## src/rtl/legv8_pkg.sv

```systemverilog
// Shared LEGv8 decode definitions: opcodes, ALU/PC select codes, control-word layout, FSM states.
// The opcode decode and condition evaluation are helpers so that the immediate generator and the FSM agree.
package legv8_pkg;

  typedef enum logic [1:0] {
    S_FETCH = 2'd0,
    S_EX1   = 2'd1,
    S_EX2   = 2'd2,
    S_HALT  = 2'd3
  } state_t;

  typedef enum logic [4:0] {
    OP_ADD, OP_ADDS, OP_SUB, OP_SUBS, OP_AND, OP_ORR, OP_EOR,
    OP_ADDI, OP_SUBI, OP_ANDI, OP_ORRI, OP_LSL, OP_LSR, OP_MOVZ,
    OP_LDUR, OP_STUR, OP_CBZ, OP_CBNZ, OP_B, OP_BR, OP_BCOND, OP_BAD
  } op_t;

  // IR[31:21] patterns; '?' marks bits that belong to an immediate field
  localparam logic [10:0] OPC_ADD   = 11'b10001011000;
  localparam logic [10:0] OPC_ADDS  = 11'b10101011000;
  localparam logic [10:0] OPC_SUB   = 11'b11001011000;
  localparam logic [10:0] OPC_SUBS  = 11'b11101011000;
  localparam logic [10:0] OPC_AND   = 11'b10001010000;
  localparam logic [10:0] OPC_ORR   = 11'b10101010000;
  localparam logic [10:0] OPC_EOR   = 11'b11001010000;
  localparam logic [10:0] OPC_ADDI  = 11'b1001000100?;
  localparam logic [10:0] OPC_SUBI  = 11'b1101000100?;
  localparam logic [10:0] OPC_ANDI  = 11'b1001001000?;
  localparam logic [10:0] OPC_ORRI  = 11'b1011001000?;
  localparam logic [10:0] OPC_LSL   = 11'b11010011011;
  localparam logic [10:0] OPC_LSR   = 11'b11010011010;
  localparam logic [10:0] OPC_MOVZ  = 11'b110100101??;
  localparam logic [10:0] OPC_LDUR  = 11'b11111000010;
  localparam logic [10:0] OPC_STUR  = 11'b11111000000;
  localparam logic [10:0] OPC_CBZ   = 11'b10110100???;
  localparam logic [10:0] OPC_CBNZ  = 11'b10110101???;
  localparam logic [10:0] OPC_B     = 11'b000101?????;
  localparam logic [10:0] OPC_BR    = 11'b11010110000;
  localparam logic [10:0] OPC_BCOND = 11'b01010100???;

  localparam logic [4:0] FS_AND = 5'b00000;
  localparam logic [4:0] FS_ORR = 5'b00100;
  localparam logic [4:0] FS_ADD = 5'b01000;
  localparam logic [4:0] FS_SUB = 5'b01001;
  localparam logic [4:0] FS_EOR = 5'b01100;
  localparam logic [4:0] FS_LSR = 5'b10000;
  localparam logic [4:0] FS_LSL = 5'b10100;

  localparam logic [1:0] PS_HOLD = 2'b00;
  localparam logic [1:0] PS_INC  = 2'b01;
  localparam logic [1:0] PS_BUS  = 2'b10;
  localparam logic [1:0] PS_REL  = 2'b11;

  localparam int CW_DA     = 0;
  localparam int CW_SA     = 5;
  localparam int CW_SB     = 10;
  localparam int CW_FS     = 15;
  localparam int CW_PS     = 20;
  localparam int CW_WR     = 22;
  localparam int CW_WM     = 23;
  localparam int CW_SL     = 24;
  localparam int CW_BSEL   = 25;
  localparam int CW_PCSEL  = 26;
  localparam int CW_EN_ALU = 27;
  localparam int CW_EN_RAM = 28;
  localparam int CW_EN_PC  = 29;

  localparam logic [3:0] COND_EQ = 4'd0;
  localparam logic [3:0] COND_NE = 4'd1;
  localparam logic [3:0] COND_HS = 4'd2;
  localparam logic [3:0] COND_LO = 4'd3;
  localparam logic [3:0] COND_MI = 4'd4;
  localparam logic [3:0] COND_PL = 4'd5;
  localparam logic [3:0] COND_VS = 4'd6;
  localparam logic [3:0] COND_VC = 4'd7;
  localparam logic [3:0] COND_HI = 4'd8;
  localparam logic [3:0] COND_LS = 4'd9;
  localparam logic [3:0] COND_GE = 4'd10;
  localparam logic [3:0] COND_LT = 4'd11;
  localparam logic [3:0] COND_GT = 4'd12;
  localparam logic [3:0] COND_LE = 4'd13;

  function automatic op_t decode_op(input logic [10:0] opc);
    op_t op;
    casez (opc)
      OPC_ADD:   op = OP_ADD;
      OPC_ADDS:  op = OP_ADDS;
      OPC_SUB:   op = OP_SUB;
      OPC_SUBS:  op = OP_SUBS;
      OPC_AND:   op = OP_AND;
      OPC_ORR:   op = OP_ORR;
      OPC_EOR:   op = OP_EOR;
      OPC_ADDI:  op = OP_ADDI;
      OPC_SUBI:  op = OP_SUBI;
      OPC_ANDI:  op = OP_ANDI;
      OPC_ORRI:  op = OP_ORRI;
      OPC_LSL:   op = OP_LSL;
      OPC_LSR:   op = OP_LSR;
      OPC_MOVZ:  op = OP_MOVZ;
      OPC_LDUR:  op = OP_LDUR;
      OPC_STUR:  op = OP_STUR;
      OPC_CBZ:   op = OP_CBZ;
      OPC_CBNZ:  op = OP_CBNZ;
      OPC_B:     op = OP_B;
      OPC_BR:    op = OP_BR;
      OPC_BCOND: op = OP_BCOND;
      default:   op = OP_BAD;
    endcase
    return op;
  endfunction

  function automatic logic [4:0] alu_fs(input op_t op);
    logic [4:0] fs;
    case (op)
      OP_ADD, OP_ADDS, OP_ADDI: fs = FS_ADD;
      OP_SUB, OP_SUBS, OP_SUBI: fs = FS_SUB;
      OP_AND, OP_ANDI:          fs = FS_AND;
      OP_EOR:                   fs = FS_EOR;
      OP_LSL:                   fs = FS_LSL;
      OP_LSR:                   fs = FS_LSR;
      default:                  fs = FS_ORR;
    endcase
    return fs;
  endfunction

  // flags = {V,C,N,Z}; codes 14 and 15 are both "always"
  function automatic logic cond_true(input logic [3:0] cond, input logic [3:0] flags);
    logic v, c, n, z, t;
    v = flags[3];
    c = flags[2];
    n = flags[1];
    z = flags[0];
    case (cond)
      COND_EQ: t = z;
      COND_NE: t = !z;
      COND_HS: t = c;
      COND_LO: t = !c;
      COND_MI: t = n;
      COND_PL: t = !n;
      COND_VS: t = v;
      COND_VC: t = !v;
      COND_HI: t = c && !z;
      COND_LS: t = !(c && !z);
      COND_GE: t = (n == v);
      COND_LT: t = (n != v);
      COND_GT: t = !z && (n == v);
      COND_LE: t = !(!z && (n == v));
      default: t = 1'b1;
    endcase
    return t;
  endfunction

endpackage

```

## src/rtl/legv8_imm_gen.sv

```systemverilog
// Combinational immediate generator: selects, extends and shifts the IR immediate field for the decoded format.
// Zero latency; formats without an immediate (R-type, BR, unknown) yield zero.
module legv8_imm_gen
  import legv8_pkg::*;
#(
  parameter int DATA_W = 64
) (
  input  logic [31:0]       ir,
  output logic [DATA_W-1:0] imm
);

  op_t op;
  assign op = decode_op(ir[31:21]);

  always_comb begin
    imm = '0;
    case (op)
      OP_ADDI, OP_SUBI, OP_ANDI, OP_ORRI: imm[11:0] = ir[21:10];
      OP_LSL, OP_LSR:                     imm[5:0]  = ir[15:10];
      // hw selects a 16-bit lane: shift by 0, 16, 32 or 48
      OP_MOVZ:                  imm = {{(DATA_W-16){1'b0}}, ir[20:5]} << {ir[22:21], 4'b0000};
      OP_LDUR, OP_STUR:         imm = {{(DATA_W-9){ir[20]}}, ir[20:12]};
      OP_CBZ, OP_CBNZ, OP_BCOND: imm = {{(DATA_W-19){ir[23]}}, ir[23:5]};
      OP_B:                     imm = {{(DATA_W-26){ir[25]}}, ir[25:0]};
      default:                  imm = '0;
    endcase
  end

endmodule

```

## src/rtl/legv8_control_fsm.sv

```systemverilog
// Multi-cycle LEGv8 control unit: FETCH latches the IR, EX1/EX2 drive the datapath control word and constant.
// Outputs are combinational from state/IR/status; an unknown opcode parks the FSM in HALT until reset.
module legv8_control_fsm
  import legv8_pkg::*;
#(
  parameter int CW_W   = 30,
  parameter int DATA_W = 64
) (
  input  logic              clock,
  input  logic              reset,
  input  logic [31:0]       instruction,
  input  logic [4:0]        status,
  output logic [CW_W-1:0]   control_word,
  output logic [DATA_W-1:0] constant,
  output logic [1:0]        state,
  output logic              halted
);

  state_t            st, st_nxt;
  logic [31:0]       ir;
  logic              zflag;
  op_t               op;
  logic [DATA_W-1:0] imm;
  logic [CW_W-1:0]   cw;
  logic [4:0]        da, sa, sb, fs;
  logic [1:0]        ps;
  logic              wr, wm, sl, bsel, en_alu, en_ram;

  assign op = decode_op(ir[31:21]);

  legv8_imm_gen #(.DATA_W(DATA_W)) u_imm_gen (
    .ir  (ir),
    .imm (imm)
  );

  always_ff @(posedge clock) begin
    if (reset) begin
      st    <= S_FETCH;
      ir    <= '0;
      zflag <= 1'b0;
    end else begin
      st <= st_nxt;
      if (st == S_FETCH) ir <= instruction;
      // CB compares Rt|XZR in EX1; the branch decision is taken in EX2
      if (st == S_EX1 && (op == OP_CBZ || op == OP_CBNZ)) zflag <= status[0];
    end
  end

  always_comb begin
    st_nxt = st;
    da = '0; sa = '0; sb = '0; fs = '0; ps = PS_HOLD;
    wr = 1'b0; wm = 1'b0; sl = 1'b0; bsel = 1'b0; en_alu = 1'b0; en_ram = 1'b0;
    case (st)
      S_FETCH: st_nxt = S_EX1;
      S_EX1: begin
        st_nxt = S_FETCH;
        case (op)
          OP_ADD, OP_ADDS, OP_SUB, OP_SUBS, OP_AND, OP_ORR, OP_EOR,
          OP_ADDI, OP_SUBI, OP_ANDI, OP_ORRI, OP_LSL, OP_LSR, OP_MOVZ: begin
            da     = ir[4:0];
            sa     = (op == OP_MOVZ) ? 5'd31 : ir[9:5];
            sb     = ir[20:16];
            fs     = alu_fs(op);
            en_alu = 1'b1;
            wr     = 1'b1;
            ps     = PS_INC;
            sl     = (op == OP_ADDS) || (op == OP_SUBS);
            bsel   = !(op inside {OP_ADD, OP_ADDS, OP_SUB, OP_SUBS, OP_AND, OP_ORR, OP_EOR});
          end
          OP_LDUR: begin
            sa = ir[9:5]; bsel = 1'b1; fs = FS_ADD;
            st_nxt = S_EX2;
          end
          OP_STUR: begin
            sa = ir[9:5]; bsel = 1'b1; fs = FS_ADD;
            sb = ir[4:0]; wm = 1'b1; ps = PS_INC;
          end
          OP_CBZ, OP_CBNZ: begin
            sa = ir[4:0]; sb = 5'd31; fs = FS_ORR;
            st_nxt = S_EX2;
          end
          OP_B:     ps = PS_REL;
          OP_BR: begin
            sa = ir[9:5]; sb = 5'd31; fs = FS_ORR; en_alu = 1'b1; ps = PS_BUS;
          end
          OP_BCOND: ps = cond_true(ir[3:0], status[4:1]) ? PS_REL : PS_INC;
          default:  st_nxt = S_HALT;
        endcase
      end
      S_EX2: begin
        st_nxt = S_FETCH;
        case (op)
          OP_LDUR: begin
            sa = ir[9:5]; bsel = 1'b1; fs = FS_ADD;
            en_ram = 1'b1; wr = 1'b1; da = ir[4:0]; ps = PS_INC;
          end
          OP_CBZ, OP_CBNZ: begin
            sa = ir[4:0]; sb = 5'd31; fs = FS_ORR;
            ps = (zflag ^ (op == OP_CBNZ)) ? PS_REL : PS_INC;
          end
          default: ps = PS_INC;
        endcase
      end
      default: st_nxt = S_HALT;
    endcase

    cw                = '0;
    cw[CW_DA +: 5]    = da;
    cw[CW_SA +: 5]    = sa;
    cw[CW_SB +: 5]    = sb;
    cw[CW_FS +: 5]    = fs;
    cw[CW_PS +: 2]    = ps;
    cw[CW_WR]         = wr;
    cw[CW_WM]         = wm;
    cw[CW_SL]         = sl;
    cw[CW_BSEL]       = bsel;
    cw[CW_EN_ALU]     = en_alu;
    cw[CW_EN_RAM]     = en_ram;
    // PC sequencing goes entirely through PS, so these two stay idle
    cw[CW_PCSEL]      = 1'b0;
    cw[CW_EN_PC]      = 1'b0;
  end

  // reset masks the outputs in the same cycle so an aborted EX2 never writes
  assign control_word = reset ? '0 : cw;
  assign constant     = (!reset && (st == S_EX1 || st == S_EX2)) ? imm : '0;
  assign state        = st;
  assign halted       = (st == S_HALT);

endmodule

```

## config.mk

```make
export PLATFORM = sky130hd
export DESIGN_NAME = legv8_control_fsm
export DESIGN_NICKNAME = d
export VERILOG_FILES = /design/src/rtl/legv8_pkg.sv /design/src/rtl/legv8_imm_gen.sv /design/src/rtl/legv8_control_fsm.sv
export SDC_FILE = /design/constraint.sdc
export NUM_CORES = 1
export LEC_CHECK = 0
export BUFFER_PORTS_ARGS = -buffer_cell sky130_fd_sc_hd__buf_4
export CAP_MARGIN = 20
export CORE_MARGIN = 3
export CORE_UTILIZATION = 51
export DETAILED_ROUTE_END_ITERATION = 7
export PLACE_DENSITY = 0.82
export SYNTH_ARGS = -nofsm -noshare
export SYNTH_HDL_FRONTEND = slang
export SYNTH_SLANG_ARGS = --single-unit
export TNS_END_PERCENT = 30
```

## constraint.sdc

```tcl
create_clock -name clock -period 5.7 [get_ports clock]
set_input_delay 1.425 -clock clock [delete_from_list [all_inputs] [get_ports clock]]
set_output_delay 1.425 -clock clock [all_outputs]
set_load 0.01 [all_outputs]
```

Word level (Yosys, flattened, before mapping)
Memory sizes are Yosys's and may differ from the RTL's.
Index checks and enable logic that the tools add are counted.
- equality and inequality tests: 59
- shifts and indexed selects: 1
- bitwise logic cells: 1
- reduce and logical (&&, ||, !) cells: 31
- muxes and demuxes: 42
- operators with widths (operator ; count):
    $pmux 52 s4 ; 1
    $eq 11x11->1 const B ; 12
    $pmux 5 s21 ; 1
    $mux 64 ; 1
    $shl 16x6->64 ; 1
    $pmux 6 s5 ; 2
    $pmux 5 s2 ; 5
    $pmux 5 s3 ; 3
    $eq 10x10->1 const B ; 4
    $eq 5x4->1 const B ; 8
    $reduce_or 15->1 ; 2
    $mux 29 ; 1
    $eq 5x5->1 const B ; 5
    $mux 5 ; 5
    $eq 4x4->1 const B ; 6
    $eq 5x3->1 const B ; 4
    $reduce_or 18->1 ; 1
    $eq 4x3->1 const B ; 4
    $eq 8x8->1 const B ; 2
    $pmux 1 s14 ; 1
    $reduce_or 14->1 ; 1
    $reduce_or 3->1 ; 4
    $mux 1 ; 11
    $eq 5x2->1 const B ; 2
    27 further kinds ; 47
- output and inout port bits: 97
- bits in read-only memories: 64
- input port bits: 39
- memories: 1
- register bits after elaboration: 35
- memories (memory ; words ; bits a word ; read ports ; clocked after memory_dff ; wr ports ; line ; RTL):
    (name not given) ; 16 ; 4 ; 1 ; 0 ; 0 ; legv8_pkg.sv:114 ; case (op)

Longest topological paths before layout
- depth in word-level cells: 10
- gate-level depth with buffers: 16

Cells and area by module
From an unflattened synthesis, not the netlist that was laid out.
- cells, all modules: 593
- area total of the unflattened synthesis: 4401.7 µm²
- modules (own cells, without submodules) (module ; instances ; sequential area each (µm²) ; area each (µm²) ; cells an instance):
    legv8_control_fsm ; 1 ; 700.7 ; 3271.9 ; 438
    legv8_imm_gen ; 1 ; 0.0 ; 1129.8 ; 155

Worst setup path after synthesis
Ideal clock, no wire load.
- kind: flip-flop to output port
- from: register ir[22]
- to: output port constant[53]
- data arrival time: 3.212 ns
- cell stages (with the launch flop): 15
- required time: 4.275 ns
- path slack: 1.063 ns
- cell sequence: dfxtp_1 -> buf_4 -> nor4_2 -> o2111ai_1 -> and2_1 -> and4_1 -> buf_2 -> inv_1 -> ha_1 -> or4b_4 -> a31oi_4 -> a222oi_1 -> buf_2 -> buf_6 -> a21oi_1
- word-level cells in the longest chain between the ends: 6
- ends and longest elaborated chain (item ; line ; RTL):
    start, declared ; legv8_control_fsm.sv:20 ; logic [31:0] ir;
    start signal, assigned ; legv8_control_fsm.sv:43 ; if (st == S_FETCH) ir <= instruction;
    $eq 11x11->1 or $eq 10x10->1 (tied branches) ; legv8_pkg.sv:85 ; casez (opc)
    $pmux 5 s21 ; legv8_pkg.sv:85 ;
    $eq 5x5->1 or $eq 5x4->1 (tied branches) ; legv8_imm_gen.sv:17 ; case (op)
    $reduce_or 3->1 or $reduce_or 2->1 (tied branches) ; n/a ;
    $pmux 52 s4 (*) ; legv8_imm_gen.sv:17 ;
    $mux 64 (*) ; legv8_control_fsm.sv:126 ; assign constant = (!reset && (st == S_EX1 || st == S_EX2)) ? imm : '0;
    end, declared ; legv8_control_fsm.sv:14 ; output logic [DATA_W-1:0] constant,
Every way passes the cells marked *; elsewhere a longest branch is shown, timed or not.

Worst setup path after layout
- from: register ir[22]
- to: output port constant[43]
Same word-level chain as after synthesis.

==> results.yml <==
run_status:
  status: "finished clean"
yosys:
  seq_area_frac_synth: 0.186
  syn_inst: 527
  async_flop_share: 0
  synth_ff_type: "dfxtp_1"
  yosys_warnings: 0
  syn_avg_cell_area_um2: 7.13
  syn_area_um2: 3760
  synth_edf_count: 0
  synth_seq_cells: 35
  synth_cell_types: 74
setup_path:
  slowest_stage: "or4b_4"
  cpPeakStageDelay_ns: 0.51
  cp.arrival_ns: 4.03
  rrSetupSlack_ns: 1.88
  cp-start-kind: "register"
  reg2reg_depth: 12
  crit_required_ns: 4.28
  cp-end-kind: "output port"
  cp_max_fo: 39
  crit_top_cell: "buf_4"
  path_cells: "nor4_4 > and4_4 > a211oi_2 > and4_1 > inv_1 > ha_1 > or4b_4 > a31oi_4 > buf_4 > a222oi_1 > bufbuf_16 > a21oi_1 > buf_4"
  crit_type: "reg -> out"
timing:
  min_period_ns: 5.45
  setup-tns-final_ns: 0
  skew_ns: 0.00450
  fin_crit_sh: 0.957
  fmax_mhz: 183
  rsz0062_at_grt: "false"
  maxSlewHeadroom: 0.314
  finalSetupViolCount: 0
  worstMarginPinSlew_ns: 1.03
  hold_viol_final: 0
  slew_viol_final: 0
final_layout:
  utilization: 0.697
  fill_cells: 593
  drive_gt1_frac: 0.299
  syn2layout_area_growth_pct: 29.5
  layout_common_cells: "142 x buf_4, 78 x nand2_1, 73 x a21oi_1"
  final_common_cell: "buf_4"
  layout.nets: 667
  n_antenna_cell: 0
global_route:
  grt_pass1_wl_mm: 21.3
  grt_pass1_vias: 4069
  antenna_found_initial: 0
  grt_max_degree: 53
  grt_use_total: 0.306
  gr-total-overflow: 0
place:
  dpl.hpwl_mm: 9.86
  portBuffers: 132
  place_congestion: 0.922
pwr:
  pwr-share-clk: 0.163
  ir_drop_v: 0.000197
  switching_share: 0.459
  p_int_uw: 673
  seq_power_share: 0.403
  p_leak_uw: 0.00197
  p_switching_uw: 571
  pwr-share-comb: 0.434
  power_density_nw_per_um2: 256
drt:
  drt-pass1-iter-count: 5
  vias: 4459
  viasPerCell: 6.20
  totalWireLength_mm: 13.4
  routedWlPerCell_um: 18.7
  drc: 0
  drtAntennaViolNets: 0
  drt-initial-drc-count: 482
run:
  max_cap_violations: 0
clocking:
  clkTransAtPathRegs_ns: 0.07
  clk_path_buf_depth: 2
  cts_tree: "built"
  cts_buffers: 5
  clock_sinks: 35
  h-tree-depth: 2
  worst_skew_pair.late_latency_ns: 0.29
  root_buffer: "clkbuf_8"
min_path:
  hold_path_class: "reg -> reg"
  whs_path_depth: 2
floorplan:
  fp.dieH_um: 91.8
  core_um2: 6980
  start_util: 0.538
  ioPinCount: 136
  placementRows: 30
  die_w_um: 91.8
  dieArea_um2: 8440
power groups by stage:
| stage | registers [uW] | clock network, uW | logic (uW) |
|---|---|---|---|
| after floorplan | 367 | 0 | 492 |
| after global placement | 490 | 0 | 516 |
| after detailed placement | 493 | 0 | 528 |
| after CTS | 486 | 205 | 530 |
| after global routing | 511 | 212 | 588 |
| final | 502 | 202 | 541 |
cells in the mapped netlist, types with 2 or more instances:
cell | n | area, um^2
nand2_1 | 78 | 293
a21oi_1 | 73 | 365
nor2_1 | 54 | 203
dfxtp_1 | 35 | 701
mux2i_1 | 35 | 350
clkbuf_1 | 26 | 97.6
buf_2 | 21 | 105
nand3_1 | 15 | 75.1
a222oi_1 | 14 | 140
and2_1 | 13 | 81.3
a22oi_1 | 10 | 75.1
a31oi_1 | 10 | 62.6
o21ai_0 | 10 | 50.1
nor3_1 | 8 | 40.0
buf_4 | 7 | 52.6
nand4_1 | 7 | 43.8
ha_1 | 6 | 75.1
inv_1 | 6 | 22.5
nor2b_1 | 6 | 37.5
o2bb2ai_1 | 6 | 52.6
nand2b_1 | 5 | 31.3
xor2_1 | 5 | 43.8
and3_1 | 4 | 25.0
nand4b_1 | 4 | 35.0
and3b_1 | 3 | 26.3
nor3b_1 | 3 | 22.5
o21ai_1 | 3 | 15.0
a211oi_1 | 2 | 15.0
and4_1 | 2 | 17.5
and4b_1 | 2 | 20.0
and4bb_2 | 2 | 25.0
nand3b_1 | 2 | 15.0
nor4_1 | 2 | 12.5
nor4_2 | 2 | 25.0
o2111ai_1 | 2 | 17.5
o211a_1 | 2 | 20.0
o22ai_1 | 2 | 12.5
o31ai_1 | 2 | 15.0
or4b_4 | 2 | 27.5
xnor2_1 | 2 | 17.5
final timing paths:
| check | startpoint | end |
|---|---|---|
| worst max-delay path | ir[22] | constant[43] |
| worst min-delay path | zflag | zflag |
| worst max register to register | ir[29] | state[0] |
| worst min register to register | zflag | zflag |
layout make-up:
class	instances	area [um^2]	area share
well taps	96	120	0.0247
inverters	6	22.5	0.00463
repair buffers	143	1100	0.226
multi-input cells	431	2820	0.579
clock buffers	8	100	0.0206
flip-flops and latches	35	709	0.146
registers in the layout, summed over array words and instances, names as in the netlist:
name and count:
ir 32, state 2, zflag 1
critical path, delay by kind of cell, from the launching register on:
kind                       cells  cell delay [ns]
and+or+nand+nor                4             1.59
buffers and inverters          4             0.86
AOI/OAI and AO/OA              4             0.60
DFF                            1             0.43
adders and majority gates      1             0.24
kinds of logic after synthesis:
logic type,count (synthesis),share of synthesized area
adder cells (fa/ha/maj),6,0.0200
AO/OA/AOI/OAI,156,0.291
other,1,0.000998
buffers and inverters,63,0.0792
multiplexers,35,0.0932
XOR/XNOR,7,0.0163
flip-flops,35,0.186
AND/OR/NAND/NOR,224,0.313
metrics by stage:
| step | cells | hold WS [ns] | instance area (um^2) | power [uW] | setup WS (ns) |
|---|---|---|---|---|---|
| after global placement | 710 | 0.462 | 4680 | 1010 | 0.421 |
| after detailed placement | 710 | 0.504 | 4680 | 1020 | 0.378 |
| after global routing | 719 | 0.535 | 4870 | 1310 | 0.0135 |
| after floorplan | 529 | 0.448 | 3770 | 860 | 1.06 |
| after CTS | 718 | 0.514 | 4780 | 1220 | 0.0400 |
| final | 719 | 0.511 | 4870 | 1240 | 0.248 |
metal layers:
layer / share of wire / up-vias / global-route usage
met2: 0.46 / 283 / 0.499
met1: 0.42 / 2035 / 0.408
li1: - / 2115 / -
met5: 0 / - / 0
met4: 0.019 / 0 / 0.0903
met3: 0.10 / 26 / 0.0591
what timing repair did:
action / 4_1_cts / 5_1_grt
setup endpoints to repair: 0 / 86
buffers inserted: 0 / 1
resized for setup: 0 / 21
hold buffers: 0 / 0
(Power assumes the default switching activity.)
